## src/rtl/bist_pkg.sv

```systemverilog
// Shared types for the SRAM BIST responder: FSM state encoding, fault-table entry,
// parameter bounds and a saturating counter helper.
package bist_pkg;

  typedef enum logic [1:0] {
    ST_IDLE = 2'd0,
    ST_WAIT = 2'd1,
    ST_RESP = 2'd2
  } bist_state_e;

  // Fault addresses are stored at a fixed width so the struct does not depend on ADDR_WIDTH
  localparam int FLT_ADDR_W = 8;

  typedef struct packed {
    logic                  en;
    logic [FLT_ADDR_W-1:0] addr;
    logic [2:0]            bitpos;
    logic                  val;
  } fault_entry_t;

  localparam int RD_LATENCY_MIN = 1;
  localparam int RD_LATENCY_MAX = 4;
  localparam int N_FAULTS_MIN   = 1;
  localparam int N_FAULTS_MAX   = 4;

  function automatic logic [7:0] sat_inc8(input logic [7:0] v);
    return (v == 8'hFF) ? v : v + 8'd1;
  endfunction

endpackage

```

## src/rtl/bist_fault_inject.sv

```systemverilog
// Stuck-at fault table plus the per-address bit mask / forced-value lookup.
// Lower table index wins when two enabled entries hit the same address and bit.
module bist_fault_inject
  import bist_pkg::*;
#(
  parameter int ADDR_WIDTH = 4,
  parameter int DATA_WIDTH = 8,
  parameter int N_FAULTS   = 2
) (
  input  logic                  clk,
  input  logic                  rst_n,
  input  logic                  flt_wr_i,
  input  logic [1:0]            flt_idx_i,
  input  logic                  flt_en_i,
  input  logic [ADDR_WIDTH-1:0] flt_addr_i,
  input  logic [2:0]            flt_bit_i,
  input  logic                  flt_val_i,
  input  logic [ADDR_WIDTH-1:0] addr_i,
  output logic [DATA_WIDTH-1:0] mask_o,
  output logic [DATA_WIDTH-1:0] force_o
);

  localparam int IDX_W = (N_FAULTS > 1) ? $clog2(N_FAULTS) : 1;

  fault_entry_t table_q [N_FAULTS];
  fault_entry_t table_d [N_FAULTS];
  logic         bit_ok_s;
  logic         unused_idx_s;

  assign bit_ok_s     = ({29'd0, flt_bit_i} < 32'(DATA_WIDTH));
  assign unused_idx_s = &{1'b0, flt_idx_i};

  // Table update: one entry per flt_wr pulse, out-of-range bit positions dropped
  always_comb begin
    for (int i = 0; i < N_FAULTS; i++) begin
      if (flt_wr_i && bit_ok_s &&
          ((N_FAULTS == 1) || (flt_idx_i[IDX_W-1:0] == IDX_W'(i)))) begin
        table_d[i].en     = flt_en_i;
        table_d[i].addr   = FLT_ADDR_W'(flt_addr_i);
        table_d[i].bitpos = flt_bit_i;
        table_d[i].val    = flt_val_i;
      end else begin
        table_d[i] = table_q[i];
      end
    end
  end

  // Fault-table registers
  always_ff @(posedge clk or negedge rst_n) begin
    if (!rst_n) begin
      for (int i = 0; i < N_FAULTS; i++) begin
        table_q[i] <= '0;
      end
    end else begin
      table_q <= table_d;
    end
  end

  // Mask/force lookup; walking from the top index down lets index 0 override last
  always_comb begin
    mask_o  = '0;
    force_o = '0;
    for (int i = N_FAULTS - 1; i >= 0; i--) begin
      mask_o[table_q[i].bitpos]  = mask_o[table_q[i].bitpos] |
          (table_q[i].en && (table_q[i].addr == FLT_ADDR_W'(addr_i)));
      force_o[table_q[i].bitpos] =
          (table_q[i].en && (table_q[i].addr == FLT_ADDR_W'(addr_i))) ?
          table_q[i].val : force_o[table_q[i].bitpos];
    end
  end

endmodule

```

## src/rtl/bist_mem_responder.sv

```systemverilog
// Memory-side BIST responder: valid/ready request and response channels, programmable
// read latency, stuck-at fault injection on read data and saturating access counters.
module bist_mem_responder
  import bist_pkg::*;
#(
  parameter int ADDR_WIDTH = 4,
  parameter int DATA_WIDTH = 8,
  parameter int RD_LATENCY = 2,
  parameter int N_FAULTS   = 2
) (
  input  logic                  clk,
  input  logic                  rst_n,
  input  logic                  req_valid,
  output logic                  req_ready,
  input  logic                  req_we,
  input  logic [ADDR_WIDTH-1:0] req_addr,
  input  logic [DATA_WIDTH-1:0] req_wdata,
  output logic                  rsp_valid,
  input  logic                  rsp_ready,
  output logic [DATA_WIDTH-1:0] rsp_rdata,
  input  logic                  flt_wr,
  input  logic [1:0]            flt_idx,
  input  logic                  flt_en,
  input  logic [ADDR_WIDTH-1:0] flt_addr,
  input  logic [2:0]            flt_bit,
  input  logic                  flt_val,
  input  logic                  stat_clr,
  output logic [7:0]            stat_wr_cnt,
  output logic [7:0]            stat_rd_cnt
);

  if (RD_LATENCY < RD_LATENCY_MIN || RD_LATENCY > RD_LATENCY_MAX ||
      N_FAULTS < N_FAULTS_MIN || N_FAULTS > N_FAULTS_MAX) begin : g_param_err
    $error("bist_mem_responder: RD_LATENCY or N_FAULTS out of range");
  end

  logic [DATA_WIDTH-1:0] mem_q [2**ADDR_WIDTH];

  bist_state_e           state_q, state_d;
  logic [2:0]            lat_q, lat_d;
  logic [ADDR_WIDTH-1:0] addr_q, addr_d;
  logic [DATA_WIDTH-1:0] mask_q, mask_d, force_q, force_d;
  logic [DATA_WIDTH-1:0] rdata_q, rdata_d;
  logic                  ready_q, ready_d, valid_q, valid_d;
  logic [7:0]            wr_cnt_q, wr_cnt_d, rd_cnt_q, rd_cnt_d;

  logic                  acc_s, wr_acc_s, rd_acc_s, cons_s;
  logic [DATA_WIDTH-1:0] lkup_mask_s, lkup_force_s;
  logic [ADDR_WIDTH-1:0] rd_addr_s;
  logic [DATA_WIDTH-1:0] rd_mask_s, rd_force_s, faulted_s;

  assign acc_s    = req_valid & ready_q;
  assign wr_acc_s = acc_s & req_we;
  assign rd_acc_s = acc_s & ~req_we;
  assign cons_s   = valid_q & rsp_ready;

  bist_fault_inject #(
    .ADDR_WIDTH(ADDR_WIDTH),
    .DATA_WIDTH(DATA_WIDTH),
    .N_FAULTS  (N_FAULTS)
  ) u_fault (
    .clk       (clk),
    .rst_n     (rst_n),
    .flt_wr_i  (flt_wr),
    .flt_idx_i (flt_idx),
    .flt_en_i  (flt_en),
    .flt_addr_i(flt_addr),
    .flt_bit_i (flt_bit),
    .flt_val_i (flt_val),
    .addr_i    (req_addr),
    .mask_o    (lkup_mask_s),
    .force_o   (lkup_force_s)
  );

  // Fault masks are captured at accept so table writes during WAIT hit only later reads
  assign rd_addr_s  = (state_q == ST_IDLE) ? req_addr : addr_q;
  assign rd_mask_s  = (state_q == ST_IDLE) ? lkup_mask_s : mask_q;
  assign rd_force_s = (state_q == ST_IDLE) ? lkup_force_s : force_q;
  assign faulted_s  = (mem_q[rd_addr_s] & ~rd_mask_s) | (rd_force_s & rd_mask_s);

  // Request/response FSM and latency countdown
  always_comb begin
    state_d = state_q;
    lat_d   = lat_q;
    addr_d  = addr_q;
    mask_d  = mask_q;
    force_d = force_q;
    case (state_q)
      ST_IDLE: begin
        if (rd_acc_s) begin
          addr_d  = req_addr;
          mask_d  = lkup_mask_s;
          force_d = lkup_force_s;
          lat_d   = 3'(RD_LATENCY - 1);
          state_d = (RD_LATENCY == 1) ? ST_RESP : ST_WAIT;
        end else begin
          state_d = ST_IDLE;
        end
      end
      ST_WAIT: begin
        lat_d = lat_q - 3'd1;
        if (lat_q == 3'd1) begin
          state_d = ST_RESP;
        end else begin
          state_d = ST_WAIT;
        end
      end
      ST_RESP: begin
        if (cons_s) begin
          state_d = ST_IDLE;
        end else begin
          state_d = ST_RESP;
        end
      end
      default: begin
        state_d = ST_IDLE;
      end
    endcase
  end

  // Output next-state: read data frozen on RESP entry, handshakes follow the state
  always_comb begin
    rdata_d = ((state_d == ST_RESP) && (state_q != ST_RESP)) ? faulted_s : rdata_q;
    ready_d = (state_d == ST_IDLE);
    valid_d = (state_d == ST_RESP);
    if (stat_clr) begin
      wr_cnt_d = 8'd0;
      rd_cnt_d = 8'd0;
    end else begin
      wr_cnt_d = wr_acc_s ? sat_inc8(wr_cnt_q) : wr_cnt_q;
      rd_cnt_d = cons_s ? sat_inc8(rd_cnt_q) : rd_cnt_q;
    end
  end

  // Control and output registers
  always_ff @(posedge clk or negedge rst_n) begin
    if (!rst_n) begin
      state_q  <= ST_IDLE;
      lat_q    <= 3'd0;
      addr_q   <= '0;
      mask_q   <= '0;
      force_q  <= '0;
      rdata_q  <= '0;
      ready_q  <= 1'b1;
      valid_q  <= 1'b0;
      wr_cnt_q <= 8'd0;
      rd_cnt_q <= 8'd0;
    end else begin
      state_q  <= state_d;
      lat_q    <= lat_d;
      addr_q   <= addr_d;
      mask_q   <= mask_d;
      force_q  <= force_d;
      rdata_q  <= rdata_d;
      ready_q  <= ready_d;
      valid_q  <= valid_d;
      wr_cnt_q <= wr_cnt_d;
      rd_cnt_q <= rd_cnt_d;
    end
  end

  // Test memory array; deliberately not reset so contents survive rst_n
  always_ff @(posedge clk) begin
    if (wr_acc_s) begin
      mem_q[req_addr] <= req_wdata;
    end
  end

  assign req_ready   = ready_q;
  assign rsp_valid   = valid_q;
  assign rsp_rdata   = rdata_q;
  assign stat_wr_cnt = wr_cnt_q;
  assign stat_rd_cnt = rd_cnt_q;

endmodule
```

## config.mk

```make
export PLATFORM = sky130hd
export DESIGN_NAME = bist_mem_responder
export DESIGN_NICKNAME = d
export VERILOG_FILES = /design/src/rtl/bist_pkg.sv /design/src/rtl/bist_fault_inject.sv /design/src/rtl/bist_mem_responder.sv
export SDC_FILE = /design/constraint.sdc
export NUM_CORES = 1
export LEC_CHECK = 0
export CAP_MARGIN = 25
export CORE_ASPECT_RATIO = 2
export CORE_MARGIN = 3
export CORE_UTILIZATION = 64
export CTS_CLUSTER_DIAMETER = 100
export CTS_CLUSTER_SIZE = 12
export DETAILED_ROUTE_END_ITERATION = 6
export PLACE_DENSITY = 0.9
export SLEW_MARGIN = 10
export SYNTH_ARGS = -nofsm -noshare
export SYNTH_HDL_FRONTEND = slang
export SYNTH_SLANG_ARGS = --single-unit
```

## constraint.sdc

```tcl
create_clock -name clk -period 7.1 [get_ports clk]
set_input_delay 1.42 -clock clk [delete_from_list [all_inputs] [get_ports clk]]
set_output_delay 1.42 -clock clk [all_outputs]
set_load 0.005 [all_outputs]
```

==> results of run 1 <==
kinds of logic after synthesis:
logic type / after synthesis
simple gates: 221
flops: 197
compound gates: 110
mux: 77
buf+inv: 41
xor+xnor: 22
fa+ha+maj: 4
worst max-delay path: stages:
cell and delay (ns):
sky130_fd_sc_hd__clkdlybuf4s50_1 0.90, sky130_fd_sc_hd__nor4b_1 0.13, sky130_fd_sc_hd__a31oi_1 0.70, sky130_fd_sc_hd__o32ai_1 0.24, sky130_fd_sc_hd__a31oi_1 0.36, sky130_fd_sc_hd__nand3_1 0.21, sky130_fd_sc_hd__a31oi_1 0.19
stage by stage:
| step | instances | hold WS (ns) |
|---|---|---|
| detailed placement | 855 | 0.4995 |
| finish | 889 | 0.5160 |
| global route | 889 | 0.5413 |
| floorplan | 672 | 0.4674 |
| global placement | 851 | 0.4899 |
| CTS | 887 | 0.5202 |
layer usage:
layer	vias up	share of wire, %	global-route usage, %
met5	-	0	0
met4	0	5.7	17.04
met3	79	5.9	4.650
met2	314	54	47.67
met1	2953	34	31.43
li1	2637	-	-
registers in the layout (all words and copies together), names as in the netlist, 2 cells and up:
name and cells:
addr_q 4, force_q 8, lat_q 3, state_q 2, mask_q 8, rsp_rdata 8, stat_wr_cnt 8, mem_q 128
stat_rd_cnt 8, u_fault.table_q 18
cell usage in the layout, fill, tap and decap left out, types with 4 or more instances in the layout:
master and n:
sky130_fd_sc_hd__a22oi_1 8, sky130_fd_sc_hd__clkinv_8 5, sky130_fd_sc_hd__xor2_1 18, sky130_fd_sc_hd__or3_1 6
sky130_fd_sc_hd__buf_2 5, sky130_fd_sc_hd__xnor2_1 4, sky130_fd_sc_hd__nand3b_1 5, sky130_fd_sc_hd__inv_1 5
sky130_fd_sc_hd__nor2_1 57, sky130_fd_sc_hd__nand2_1 64, sky130_fd_sc_hd__clkbuf_16 17, sky130_fd_sc_hd__a21oi_1 29
sky130_fd_sc_hd__o32ai_1 5, sky130_fd_sc_hd__o211ai_1 7, sky130_fd_sc_hd__o21ai_0 10, sky130_fd_sc_hd__clkdlybuf4s50_1 53
sky130_fd_sc_hd__mux4_2 7, sky130_fd_sc_hd__nor2b_1 12, sky130_fd_sc_hd__a31oi_1 24, sky130_fd_sc_hd__buf_4 6
sky130_fd_sc_hd__nand3_1 30, sky130_fd_sc_hd__edfxtp_1 128, sky130_fd_sc_hd__nand2b_1 10, sky130_fd_sc_hd__ha_1 4
sky130_fd_sc_hd__and3_1 6, sky130_fd_sc_hd__nand4_1 9, sky130_fd_sc_hd__nor3_1 9, sky130_fd_sc_hd__mux2i_1 40
sky130_fd_sc_hd__mux2_2 21, sky130_fd_sc_hd__mux4_1 7, sky130_fd_sc_hd__dfrtp_1 68, sky130_fd_sc_hd__o22ai_1 8
worst max-delay path by stage:
stage	startpoint	end	slack, ns	cells after the start
floorplan	req_addr[0]	mem_q[15][0]	3.84	5
global placement	req_addr[1]	force_q[5]	2.91	6
detailed placement	req_addr[1]	force_q[3]	2.86	6
CTS	req_addr[1]	force_q[5]	3.23	6
global route	req_addr[1]	rsp_rdata[0]	3.14	7
finish	req_addr[1]	rsp_rdata[0]	3.31	7
layout make-up:
type                            instances  area (sq um)
Timing Repair Buffer                   66         610.6
Inverter                                5         18.77
Multi-Input combinational cell        434          3030
Clock buffer                           17         425.4
Sequential cell                       197          5572
Tap cell                              155         193.9
Fill cell                             771          3391
Clock inverter                         15         196.4
power groups by stage:
stage / Combinational, W / Sequential (W) / Clock (W)
floorplan: 0.000620 / 0.00142 / 0
global placement: 0.000801 / 0.00147 / 0
detailed placement: 0.000837 / 0.00148 / 0
CTS: 0.000856 / 0.00146 / 0.000983
global route: 0.000940 / 0.00148 / 0.00102
finish: 0.000876 / 0.00147 / 0.000976
==> impl_summary.txt, run 1 <==
----------------------------------------------------
[Setup path]
  Arrival time at the worst endpoint ... 4.17 ns
  R2R Setup Slk ... 4.01 ns
  Beginning of the worst register-to-register path ... state_q[0]
  Critical path data required time ... 7.47 ns
  Endpoint of the worst register-to-register path ... rsp_rdata[5]
  Startpoint class of the critical path ... input pin
  Cell count of the worst reg-to-reg path ... 7
  Worst setup EP type ... flop
  Crit Path Max Fanout ... 16
  Critical path type ... input pin to flop

[Power]
  Overall power of the completed layout ... 0.003320 W
  Clock Power Share ... 29.4%
  Leak ... 3.688 nW
  Part of the total power dissipated in combinational logic ... 26.4%
  Seq pwr share ... 44.2%
  Proportion of total power due to net switching ... 33.71%
  Maximum vdd ir drop ... 0.2111 mV
  Areal power density over the cells ... 330.5 nW/um^2
  Sw power ... 0.001119 W
  Internal power consumption ... 0.002201 W

[Clock tree]
  Clock Sinks ... 197
  Number of instances resized during post-cts repair ... 0
  Number of buffers created by CTS ... 17
  TritonCTS clock tree ... built
  Number of buffers inserted to repair setup after CTS ... 0
  Hold buffer count at CTS ... 0
  Maximum count of clock buffers along a single path ... 2
  Max H-tree Level ... 4
  Clock slew seen by the registers of the worst setup and hold paths ... 0.08 ns
  Root buffer selected by CTS ... sky130_fd_sc_hd__clkbuf_16
  Skew-Pair Late Insertion Delay ... 0.45 ns

[Synthesis]
  Proportion of register bits with asynchronous set or reset after synthesis ... 35.03%
  XOR/XNOR Fraction of Synth Area ... 2.194%
  Combinational family with the most area after synthesis ... simple AND/OR/NAND/NOR gates
  Share of synthesized cell area in and, or, nand and nor gates ... 11.98%
  FF+latch count, synth ... 197
  Synthesized-area fraction occupied by ao, oa, aoi and oai cells ... 8.050%
  Mux contribution to synthesized area ... 11.55%
  Fraction of synthesized cell area taken by the top area cell type ... 43.77%
  Leading cell types by total area after synthesis ... sky130_fd_sc_hd__edfxtp_1 (44%), sky130_fd_sc_hd__dfrtp_1 (19%), sky130_fd_sc_hd__mux2i_1 (4.6%), sky130_fd_sc_hd__nand2_1 (2.7%), sky130_fd_sc_hd__mux2_2 (2.7%)
  Area of the mapped netlist ... 8782 sq um
  Syn Area/Cell ... 13.07 sq um
  Sequential element share of the synthesized area ... 63.44%
  Most frequent cell after synthesis ... sky130_fd_sc_hd__edfxtp_1
  Cell accounting for the most synthesized area ... sky130_fd_sc_hd__edfxtp_1
  Number of flops mapped to enable cells by yosys ... 128
  Yosys warnings ... 0
  Post-Synthesis Net Count ... 706
  Flip-flop cell with the highest count after synthesis ... sky130_fd_sc_hd__edfxtp_1
  Yosys cell types ... 56
  Mapped Cells ... 672
  Most instantiated cells after synthesis ... sky130_fd_sc_hd__edfxtp_1 (128), sky130_fd_sc_hd__dfrtp_1 (68), sky130_fd_sc_hd__nand2_1 (64)
  Adder-cell area share of the yosys netlist ... 0.5699%

[Route]
  DRC violations left ... 0
  Average wire per cell in the routed design ... 22.83 um
  Violation count after the first detailed-routing iteration ... 518
  Detail-routed via count per cell ... 6.730
  Via count ... 5,983
  Total length of routed wires ... 20,290 um
  Antenna violation net count after detailed routing ... 0
  1st-pass router iterations ... 6

[GRT]
  Total routing resource utilization after global routing ... 27.76%
  Global-route congestion overflow total ... 0
  Initial antenna violation count ... 0
  First-pass GRT wire length ... 31,580 um
  Via count of the first global-routing pass ... 6,049
  Pin count of the biggest net entering global routing ... 70

[Timing]
  Pin slew with the least headroom to its limit ... 0.9575 ns
  Setup repair after global routing missed its margin ... false
  Total negative slack ... 0 ns
  Max Clk Rate ... 263.5 MHz
  Count of endpoints failing setup in the final report ... 0
  Post-route setup slack ... 3.306 ns
  Normalized max-slew margin ... 36.16%
  Worst clock skew ... 0.01639 ns
  Period minus WS final ... 3.794 ns
  Number of failing hold endpoints at the final stage ... 0
  Final max-slew violation count ... 0
  Fin crit share ... 53.44%

[Hold path]
  Startpoint of the tightest hold check path ... u_fault.table_q[12]
  Class of the tightest hold or removal check ... flop to flop
  Hold Path Sink ... u_fault.table_q[12]
  Count of cells along the worst hold path ... 1

[Finish]
  Final Util ... 74.77%
  Total non-filler cell area in the finished layout ... 10,050 sq um
  Total Nets Final ... 755
  Antenna diodes ... 0
  Share of final-layout standard cells stronger than drive strength 1 ... 10.63%
  Area growth syn-to-layout ... 14.40%

[Place]
  Placed wire-length estimate after detailed placement ... 13,480 um
  Standard cell area after detailed placement ... 9407 sq um
  Final Wtd Congestion ... 0.8999
  Quantity of I/O buffers inserted on ports ... 54
  Post-placement setup slack ... 2.863 ns

[Floorplanning]
  Standard-cell row count ... 60
  DIE AREA ... 15,250 sq um
  Boundary pin count ... 56
  CORE AREA ... 13,440 sq um
  Die Width ... 88.83 um
  Die boundary height ... 171.7 um
  Initial core utilization ... 65.35%

[Flow run]
  Max-capacitance violation count ... 0

[Run status]
  Result of the run ... finished, final reports clean

----------------------------------------------------
(Power assumes the default switching activity.)
==> run 2: changes to the inputs <==
--- a/config.mk
+++ b/config.mk
@@ -8,11 +8,11 @@
 export CAP_MARGIN = 25
 export CORE_ASPECT_RATIO = 2
 export CORE_MARGIN = 3
-export CORE_UTILIZATION = 64
+export CORE_UTILIZATION = 53
 export CTS_CLUSTER_DIAMETER = 100
 export CTS_CLUSTER_SIZE = 12
 export DETAILED_ROUTE_END_ITERATION = 6
-export PLACE_DENSITY = 0.9
+export PLACE_DENSITY = 0.8
 export SLEW_MARGIN = 10
 export SYNTH_ARGS = -nofsm -noshare
 export SYNTH_HDL_FRONTEND = slang
==> constraint.sdc (replaced) <==
create_clock -name clk -period 3.2 [get_ports clk]
set_input_delay 0.64 -clock clk [delete_from_list [all_inputs] [get_ports clk]]
set_output_delay 0.64 -clock clk [all_outputs]
set_load 0.005 [all_outputs]
==> run 2 against run 1 <==
  * Design area rose by 3.0%
  * Combinational power increased by 130%
  * Critical path type is now flop to flop
  * Critical endpoint is now rsp_rdata[6]
  * Die area is 20% higher
  * Count of clock-buffer cells in the layout unchanged
  * Routed wire length is 2.5% lower
  * Sequential power grew 120%
  * Sequential cell count stayed put
  * First-iteration DRC count shrank 40%
  * Clock skew shrank 0.0046 ns
  * Hold slack worse by 0.50 ns
  * Via count shrank 2.0%
  * Largest power group unchanged
  * Total power grew 120%
==> impl_summary.txt, run 2 (synthesized netlist as in run 1, its figures left out) <==
----------------------------------------------------
[Setup path]
  Critical path destination ... rsp_rdata[6] (was rsp_rdata[0])
  Stage delay of the slowest cell on the critical path ... 0.50 ns (was 0.90 ns)
  Crit path launch ... state_q[1] (was req_addr[1])
  Arrival time at the worst endpoint ... 2.98 ns (was 4.17 ns)
  Startpoint class of the critical path ... flop (was input pin)
  Cell count of the worst reg-to-reg path ... 7 (unchanged)
  Critical path type ... flop to flop (was input pin to flop)
  Cell repeated most along the worst path ... sky130_fd_sc_hd__a21oi_1 (was sky130_fd_sc_hd__a31oi_1)
  Worst setup EP type ... flop (unchanged)
  Critical path data required time ... 3.51 ns (was 7.47 ns)
  Crit Path Max Fanout ... 26 (was 16)
  Cells along the critical path ... or2_1 > buf_4 > mux2_2 > a21oi_1 > a22oi_1 > a2111oi_0 > a21oi_1 (was clkdlybuf4s50_1 > nor4b_1 > a31oi_1 > o32ai_1 > a31oi_1 > nand3_1 > a31oi_1)
  Endpoint of the worst register-to-register path ... rsp_rdata[6] (was rsp_rdata[5])
  Slowest cell on the critical path ... sky130_fd_sc_hd__a2111oi_0 (was sky130_fd_sc_hd__clkdlybuf4s50_1)
  R2R Setup Slk ... 0.53 ns (was 4.01 ns)
  Beginning of the worst register-to-register path ... state_q[1] (was state_q[0])

[Timing]
  Count of endpoints failing setup in the final report ... 0 (unchanged)
  Number of failing hold endpoints at the final stage ... 0 (unchanged)
  Final max-slew violation count ... 0 (unchanged)
  Total negative slack ... 0 ns (unchanged)
  Period minus WS final ... 2.669 ns
  Normalized max-slew margin ... 46.22% (was 36.16%)
  Pin slew with the least headroom to its limit ... 0.8037 ns (was 0.9575 ns)
  Setup repair after global routing missed its margin ... false (unchanged)
  Fin crit share ... 83.40%
  Max Clk Rate ... 374.7 MHz
  Post-route setup slack ... 0.5312 ns (was 3.306 ns)
  Worst clock skew ... 0.01182 ns (was 0.01639 ns)

[Route]
  Total length of routed wires ... 19,790 um (was 20,290 um)
  Average wire per cell in the routed design ... 20.42 um (was 22.83 um)
  Violation count after the first detailed-routing iteration ... 310 (was 518)
  Antenna violation net count after detailed routing ... 0 (unchanged)
  1st-pass router iterations ... 6 (unchanged)
  Via count ... 5,861 (was 5,983)
  DRC violations left ... 0 (unchanged)
  Detail-routed via count per cell ... 6.049 (was 6.730)

[Clock tree]
  TritonCTS clock tree ... built (unchanged)
  Clock slew seen by the registers of the worst setup and hold paths ... 0.07 ns (was 0.08 ns)
  Skew-Pair Late Insertion Delay ... 0.44 ns (was 0.45 ns)
  Clock Sinks ... 197 (unchanged)
  Hold buffer count at CTS ... 0 (unchanged)
  Number of instances resized during post-cts repair ... 0 (unchanged)
  Number of buffers created by CTS ... 17 (unchanged)
  Root buffer selected by CTS ... sky130_fd_sc_hd__clkbuf_16 (unchanged)
  Maximum count of clock buffers along a single path ... 2 (unchanged)
  Number of buffers inserted to repair setup after CTS ... 0 (unchanged)
  Max H-tree Level ... 4 (unchanged)

[Place]
  Placed wire-length estimate after detailed placement ... 14,230 um (was 13,480 um)
  Quantity of I/O buffers inserted on ports ... 54 (unchanged)
  Final Wtd Congestion ... 0.9353 (was 0.8999)
  Post-placement setup slack ... 0.1536 ns (was 2.863 ns)

[Finish]
  Filler instances ... 1,160 (was 771)
  Share of final-layout standard cells stronger than drive strength 1 ... 14.25% (was 10.63%)
  Area growth syn-to-layout ... 17.78% (was 14.40%)
  Register bank with the most flops ... mem_q (unchanged)
  Largest registers in the final layout ... mem_q x128, u_fault.table_q x18 (unchanged)
  Sequential cell area ... 5572 sq um (unchanged)
  Flip-flop count of the largest register, all copies and words added ... 128 (unchanged)
  Antenna diodes ... 0 (unchanged)
  Total Nets Final ... 786 (was 755)
  Most common library cell in the layout ignoring fill and taps ... sky130_fd_sc_hd__edfxtp_1 (unchanged)
  Multi-input combinational cell area ... 3022 sq um (was 3030 sq um)
  Most frequent cells in the layout ... sky130_fd_sc_hd__edfxtp_1 (128), sky130_fd_sc_hd__dfrtp_1 (68), sky130_fd_sc_hd__nand2_1 (64) (unchanged)

[GRT]
  Total routing resource utilization after global routing ... 22.45% (was 27.76%)
  Via count of the first global-routing pass ... 6,062 (was 6,049)
  Pin count of the biggest net entering global routing ... 44 (was 70)
  Initial antenna violation count ... 0 (unchanged)
  Global-route congestion overflow total ... 0 (unchanged)
  First-pass GRT wire length ... 31,750 um (was 31,580 um)

[Floorplanning]
  Standard-cell row count ... 66 (was 60)
  DIE AREA ... 18,240 sq um (was 15,250 sq um)
  Die boundary height ... 188.0 um (was 171.7 um)
  Die Width ... 97.02 um (was 88.83 um)
  Initial core utilization ... 53.98% (was 65.35%)
  Boundary pin count ... 56 (unchanged)
  CORE AREA ... 16,270 sq um (was 13,440 sq um)

[Power]
  Maximum vdd ir drop ... 0.5701 mV (was 0.2111 mV)
  Areal power density over the cells ... 710.5 nW/um^2 (was 330.5 nW/um^2)
  Leak ... 3.847 nW (was 3.688 nW)

[Flow run]
  Max-capacitance violation count ... 0 (unchanged)

[Run status]
  Result of the run ... finished, final reports clean (unchanged)

[Hold path]
  Class of the tightest hold or removal check ... input pin to asynchronous set/reset pin (was flop to flop)

----------------------------------------------------
run 2: metal layers:
layer / part of all wire [%] / global-route usage (%) / vias up
met5: 0 / 0 / -
met4: 4.5 / 12.01 / 0
met3: 4.1 / 4.393 / 60
met2: 57 / 42.17 / 190
met1: 35 / 22.94 / 2912
li1: - / - / 2699
run 2: how the worst min path moves through the flow:
stage / start / to / slack [ns] / depth (start not counted)
after global placement: lat_q[1] / lat_q[1] / 0.48 / 2
after detailed placement: lat_q[1] / lat_q[1] / 0.50 / 2
after global routing: rst_n / stat_wr_cnt[2] / 0.005 / 1
after CTS: rst_n / stat_wr_cnt[2] / 0.36 / 1
after floorplan: rst_n / addr_q[0] / 0.34 / 0
final: rst_n / stat_wr_cnt[2] / 0.02 / 1
run 2: critical path, delay by kind of cell (launching register included):
family                 cells  cell delay [ns]
and+or+nand+nor            1             0.42
AOI/OAI and AO/OA          4             0.89
buffers and inverters      1             0.37
DFF                        1             0.47
muxes                      1             0.39
run 2: stage by stage:
| step | instance area [sq um] | utilization (%) | hold slack [ns] | std cells | power [W] |
|---|---|---|---|---|---|
| final | 10340 | 63.58 | 0.02017 | 969 | 0.007350 |
| after global routing | 10340 | 63.58 | 0.005290 | 969 | 0.007703 |
| after CTS | 10320 | 63.43 | 0.3602 | 967 | 0.007382 |
| after detailed placement | 9736 | 59.84 | 0.5043 | 935 | 0.005284 |
| after global placement | 9736 | 59.84 | 0.4818 | 935 | 0.005201 |
| after floorplan | 8782 | - | 0.3444 | 672 | 0.004537 |
run 2: power by group:
part           leakage (nW)  total [W]  switching [W]  internal (W)
logic                  1.57    0.00203        0.00108      0.000947
registers              2.00    0.00323       0.000259       0.00297
clock network         0.280    0.00209       0.000986       0.00110
run 2: cell type report:
cell class,count,area share (%)
Inverter,5,0.1814
Tap cell,204,2.468
Timing Repair Buffer,97,8.637
Multi-Input combinational cell,434,29.21
Clock inverter,15,1.524
Sequential cell,197,53.86
Clock buffer,17,4.113
